===== src/rtl/csa_acc_pkg.sv =====
// rtl/csa_acc_pkg.sv - shared state encoding and saturating counter helper for csa_accum_seq
package csa_acc_pkg;

  localparam logic [2:0] ST_IDLE    = 3'd0;
  localparam logic [2:0] ST_ACC     = 3'd1;
  localparam logic [2:0] ST_RESOLVE = 3'd2;
  localparam logic [2:0] ST_DONE    = 3'd3;
  localparam logic [2:0] ST_RES_LO  = 3'd4;
  localparam logic [2:0] ST_RES_HI  = 3'd5;

  typedef enum logic [2:0] {
    IDLE    = ST_IDLE,
    ACC     = ST_ACC,
    RESOLVE = ST_RESOLVE,
    DONE    = ST_DONE,
    RES_LO  = ST_RES_LO,
    RES_HI  = ST_RES_HI
  } state_t;

  function automatic logic [31:0] sat_inc(input logic [31:0] cnt, input logic [31:0] cnt_max);
    return (cnt >= cnt_max) ? cnt : cnt + 32'd1;
  endfunction

endpackage


===== src/rtl/csa_accum_seq_csa.sv =====
// rtl/csa_accum_seq_csa.sv - 3:2 carry-save compressor, bitwise full adders with no carry chain
module csa_accum_seq_csa #(
  parameter int len = 256
) (
  input  logic [len-1:0] a,
  input  logic [len-1:0] b,
  input  logic [len-1:0] c,
  output logic [len-1:0] sum,
  output logic [len-1:0] carry
);

  assign sum   = a ^ b ^ c;
  assign carry = (a & b) | (a & c) | (b & c);

endmodule


===== src/rtl/csa_accum_seq.sv =====
// rtl/csa_accum_seq.sv - multi-operand carry-save accumulator with final carry-propagate resolve
// Optional build macro CSA_ACC_SPLIT_CPA_EN splits the final add into two half-width cycles.
module csa_accum_seq
  import csa_acc_pkg::*;
#(
  parameter int WIDTH = 256,
  parameter int CNT_W = 8
) (
  input  logic             clk_i,
  input  logic             rst_n_i,
  input  logic             op_valid_i,
  output logic             op_ready_o,
  input  logic [WIDTH-1:0] op_data_i,
  input  logic             op_last_i,
  output logic             res_valid_o,
  input  logic             res_ready_i,
  output logic [WIDTH-1:0] res_data_o,
  output logic [CNT_W-1:0] res_cnt_o,
  output logic             busy_o
);

  localparam logic [31:0] CNT_MAX = 32'((64'd1 << CNT_W) - 64'd1);

`ifdef CSA_ACC_SPLIT_CPA_EN
  localparam int HALF = WIDTH / 2;
  localparam int HI_W = WIDTH - HALF;
  localparam state_t RES_FIRST = RES_LO;
  logic half_carry;
`else
  localparam state_t RES_FIRST = RESOLVE;
`endif

  state_t           state, next_state;
  logic [WIDTH-1:0] ps, cs;
  logic [CNT_W-1:0] cnt;
  logic [WIDTH-1:0] csa_sum, csa_carry, cs_shift;
  logic             beat;

  csa_accum_seq_csa #(.len(WIDTH)) u_csa (
    .a     (ps),
    .b     (cs),
    .c     (op_data_i),
    .sum   (csa_sum),
    .carry (csa_carry)
  );

  // Carry vector moves up one weight; the bit leaving the top is dropped (mod 2^WIDTH).
  assign cs_shift = WIDTH'({csa_carry, 1'b0});
  assign beat     = op_valid_i & op_ready_o;

  always_ff @(posedge clk_i or negedge rst_n_i) begin
    if (!rst_n_i) state <= IDLE;
    else          state <= next_state;
  end

  always_comb begin
    next_state = state;
    case (state)
      IDLE:    if (beat) next_state = op_last_i ? RES_FIRST : ACC;
      ACC:     if (beat && op_last_i) next_state = RES_FIRST;
`ifdef CSA_ACC_SPLIT_CPA_EN
      RES_LO:  next_state = RES_HI;
      RES_HI:  next_state = DONE;
`else
      RESOLVE: next_state = DONE;
`endif
      DONE:    if (res_ready_i) next_state = IDLE;
      default: next_state = IDLE;
    endcase
  end

  always_comb begin
    op_ready_o = (state == IDLE) || (state == ACC);
    busy_o     = (state != IDLE);
  end

  always_ff @(posedge clk_i or negedge rst_n_i) begin
    if (!rst_n_i) begin
      ps          <= '0;
      cs          <= '0;
      cnt         <= '0;
      res_data_o  <= '0;
      res_cnt_o   <= '0;
      res_valid_o <= 1'b0;
`ifdef CSA_ACC_SPLIT_CPA_EN
      half_carry  <= 1'b0;
`endif
    end else begin
      case (state)
        IDLE: begin
          if (beat) begin
            ps  <= op_data_i;
            cs  <= '0;
            cnt <= CNT_W'(1);
          end
        end
        ACC: begin
          if (beat) begin
            ps  <= csa_sum;
            cs  <= cs_shift;
            cnt <= CNT_W'(sat_inc(32'(cnt), CNT_MAX));
          end
        end
`ifdef CSA_ACC_SPLIT_CPA_EN
        RES_LO: begin
          {half_carry, res_data_o[HALF-1:0]} <= {1'b0, ps[HALF-1:0]} + {1'b0, cs[HALF-1:0]};
        end
        RES_HI: begin
          res_data_o[WIDTH-1:HALF] <= ps[WIDTH-1:HALF] + cs[WIDTH-1:HALF] + HI_W'(half_carry);
          res_cnt_o   <= cnt;
          res_valid_o <= 1'b1;
        end
`else
        RESOLVE: begin
          res_data_o  <= ps + cs;
          res_cnt_o   <= cnt;
          res_valid_o <= 1'b1;
        end
`endif
        DONE: begin
          if (res_ready_i) begin
            res_valid_o <= 1'b0;
            ps          <= '0;
            cs          <= '0;
            cnt         <= '0;
          end
        end
        default: ;
      endcase
    end
  end

endmodule

===== config.mk =====
export PLATFORM = sky130hd
export DESIGN_NAME = csa_accum_seq
export DESIGN_NICKNAME = d
export VERILOG_FILES = /design/src/rtl/csa_acc_pkg.sv /design/src/rtl/csa_accum_seq_csa.sv /design/src/rtl/csa_accum_seq.sv
export SDC_FILE = /design/constraint.sdc
export NUM_CORES = 2
export LEC_CHECK = 0
export BUFFER_PORTS_ARGS = -buffer_cell sky130_fd_sc_hd__buf_2
export CORE_MARGIN = 5
export CORE_UTILIZATION = 55
export CTS_BUF_LIST = sky130_fd_sc_hd__clkbuf_16
export DETAILED_ROUTE_END_ITERATION = 7
export PLACE_DENSITY = 0.78
export SLEW_MARGIN = 40
export SYNTH_ARGS = -nofsm -noshare
export SYNTH_HDL_FRONTEND = slang
export SYNTH_SLANG_ARGS = --single-unit

===== constraint.sdc =====
create_clock -name clk_i -period 3.73 [get_ports clk_i]
set_input_delay 0.373 -clock clk_i [delete_from_list [all_inputs] [get_ports clk_i]]
set_output_delay 0.373 -clock clk_i [all_outputs]
set_load 0.05 [all_outputs]

==> impl_metrics.toml <==
[floorplanning]
initial_core_util = 0.5547
die_area_sq_um = 107600
io_pins = 528
die_y_um = 328.0
rows = 116
core_sq_um = 100300
fp.dieW_um = 328.0

[drt]
drc = 0
viasPerCell = 6.232
finalWirelength_um = 236600
dr.pass1.iters = 8
wl_per_cell_um = 24.24
vias = 60830
drt_iter0_markers = 6684
drtAntennaViolNets = 0

[synthesis]
synth_compound_area_frac = 0.1840
seq_area_frac_synth = 0.3535
synth_nets = 7053
synthCells = 6277
synth_ff_type = "dfrtp_1"
syn_area_per_cell_sq_um = 8.863
synth_edf_count = 0
synthAdderAreaFrac = 0.1502
yosys.area_share.simple = 0.1927
muxShareOfSynthArea = 0.04853
synthArstFlopShare = 1.000
synth-xor-area-share = 0.03936
synth_top_family_by_area = "simple AND/OR/NAND/NOR gates"
syn_area_sq_um = 55630
synth_cell_types = 100
yosysWarningCount = 0
ys_seq_elements = 786

[global_routing]
grt_pass1_wl_um = 355200
track_usage = 0.4203
grt-ovfl-total = 0
antenna_found_initial = 13
grt_pass1_vias = 60920
grt_start_max_net_pins = 158

[layout]
drive_gt1_frac = 0.3754
syn_to_final_growth_pct = 44.95
fin_nets = 9102

[critical_path]
cp_max_fo = 3
end_kind = "register"
start_kind = "register"
worst-endpoint-required_ns = 4.29
arrival_ns = 4.86
crit_type = "register to register"

[clocking]
cts_buffer_depth = 3
path_clk_slew_ns = 0.06
cts-root-buf = "clkbuf_16"
insertion_delay_ns = 0.69
cts_sinks = 786
htree_levels = 3
cts_tree = "yes"
cts_made_buffers = 88

[timing]
final_critical_path_setup_slack_ns = -0.5691
worst_pin_slew_ns = 0.9102
period_minus_slack_ns = 4.299
final-setup-viol-count = 129
maxSlewViolCount = 0
fin_setup_tns_ns = -31.45
hold_viol_final = 0
fin_worst_skew_ns = 0.03706
maxSlewHeadroom = 0.3932
min_period_over_period = 1.153
fmax_mhz = 232.6
rsz0062_at_grt = "yes"

[job]
cap_violations = 0

[place]
dp_hpwl_um = 174400
gp_congestion = 1.051
port_buffers = 527

[outcome]
run_status = "finished with violations"
failed_checks = "negative setup slack"

[worst_hold_path]
hold_path.class = "input pin to register"
per-stage QoR:
step	setup slack [ns]	hold slack, ns	cell area [sq um]	std cells	utilization
floorplan	0.02061	0.07741	55660	6277	-
finish	-0.5691	0.02023	80640	9761	0.8041
global placement	-0.8685	0.4712	70550	9346	0.7035
CTS	-0.4347	0.0001953	78810	9708	0.7858
detailed placement	-0.8521	0.4662	70550	9346	0.7035
global route	-0.6486	0.02637	80620	9753	0.8039
layer usage:
layer  track usage  up-vias  part of all wire
met5             0        -           0.00025
met4        0.2237        8             0.068
met3       0.09010      878              0.10
met2        0.6659     3712              0.45
met1        0.5448    29760              0.38
li1              -    26460                 -
cells by family (layout without fill, tap and decap cells):
kind of cell / Yosys count / count (layout)
compound gates: 1556 / 1556
xor+xnor: 250 / 250
fa+ha+maj: 515 / 515
buf+inv: 458 / 2573
flops: 786 / 786
mux: 240 / 240
other cells: 0 / 12
simple gates: 2472 / 2472
flip-flops by register name, indices dropped and copies added, names as in the netlist:
name         count
cnt              8
cs             255
ps             256
res_cnt_o        8
res_data_o     256
res_valid_o      1
state            2
area by class of cell:
| cell class | count | area (sq um) |
|---|---|---|
| Antenna cell | 12 | 30.03 |
| Clock buffer | 88 | 2202 |
| Clock inverter | 68 | 679.4 |
| Fill cell | 6263 | 19650 |
| Inverter | 97 | 366.6 |
| Multi-Input combinational cell | 5033 | 38740 |
| Sequential cell | 786 | 19670 |
| Tap cell | 1357 | 1698 |
| Timing Repair Buffer | 2320 | 17250 |
cell usage in the layout, fill, tap and decap left out, types with 20 or more instances in the layout:
master	n
a21boi_0	22
a21o_1	89
a21oi_1	408
a21oi_2	79
a21oi_4	33
a221oi_1	261
buf_12	25
buf_2	526
buf_4	1505
buf_6	125
clkbuf_16	88
dfrtp_1	786
dlygate4sd3_1	137
fa_1	254
ha_1	185
ha_4	57
inv_1	106
mux2_2	172
mux2_4	66
nand2_1	915
nand2_2	20
nand3_1	296
nand4_1	143
nor2_1	789
nor3_1	64
o21a_1	40
o21ai_0	233
o21ai_1	46
o21ai_2	39
o21ai_4	20
o21bai_1	71
or3_1	21
xnor2_1	105
xnor2_2	28
xor2_1	75
cells in the mapped netlist (6+ instances only):
cell type / number / area (sq um)
a211oi_1: 14 / 105.1
a21boi_0: 30 / 225.2
a21o_1: 92 / 690.7
a21oi_1: 517 / 2587
a221oi_1: 267 / 2338
a31oi_1: 34 / 212.7
and2_1: 19 / 118.9
and3_1: 16 / 100.1
and4_1: 15 / 131.4
buf_2: 24 / 120.1
clkbuf_1: 330 / 1239
dfrtp_1: 786 / 19670
fa_1: 255 / 5105
ha_1: 260 / 3253
inv_1: 97 / 364.1
mux2_2: 238 / 2680
nand2_1: 938 / 3521
nand2b_1: 19 / 118.9
nand3_1: 301 / 1506
nand4_1: 143 / 894.6
nor2_1: 817 / 3067
nor2b_1: 19 / 118.9
nor3_1: 85 / 425.4
nor4_1: 26 / 162.7
o2111ai_1: 6 / 52.55
o211ai_1: 9 / 67.56
o21a_1: 43 / 322.8
o21ai_0: 304 / 1521
o21ai_1: 32 / 160.2
o21bai_1: 75 / 563.0
o221ai_1: 7 / 61.31
o31a_1: 8 / 70.07
o31ai_1: 24 / 180.2
or2_2: 19 / 118.9
or3_1: 22 / 137.6
xnor2_1: 148 / 1296
xor2_1: 102 / 893.4
path summary, 6_finish.rpt:
kind / startpoint / slack [ns] / cells after the start / end
hold reg to reg: res_data_o[4] / 0.47 / 1 / res_data_o[4]
hold / removal: op_data_i[251] / 0.02 / 3 / ps[251]
setup reg to reg: ps[9] / -0.57 / 19 / res_data_o[209]
min in group asynchronous: rst_n_i / 0.15 / 2 / cs[57]
setup / recovery: ps[9] / -0.57 / 19 / res_data_o[209]
max in group asynchronous: rst_n_i / 2.29 / 4 / res_data_o[126]
worst max-delay path, cell delays in order (launching register included):
cell       delay, ns
dfrtp_1         0.42
ha_4            0.27
buf_6           0.12
buf_6           0.10
buf_6           0.11
nand2_4         0.05
nor2_4          0.04
o41ai_4         0.36
a2bb2oi_2       0.19
buf_6           0.13
o21ai_4         0.09
a211oi_4        0.56
a21oi_4         0.17
a41o_4          0.32
buf_6           0.12
a21oi_4         0.19
o31ai_4         0.11
a221oi_4        0.43
xnor2_1         0.13
mux2_2          0.28
what timing repair did:
action / CTS / global route
pin swaps: 180 / 167
gates resized for setup: 645 / 335
hold buffers: 137 / 0
hold endpoints to repair: 189 / 0
setup buffers: 93 / 74
endpoints found under the setup margin: 157 / 157
Power is not shown: default switching activity piles up to over one toggle a cycle in this logic, so the estimate is an artifact.
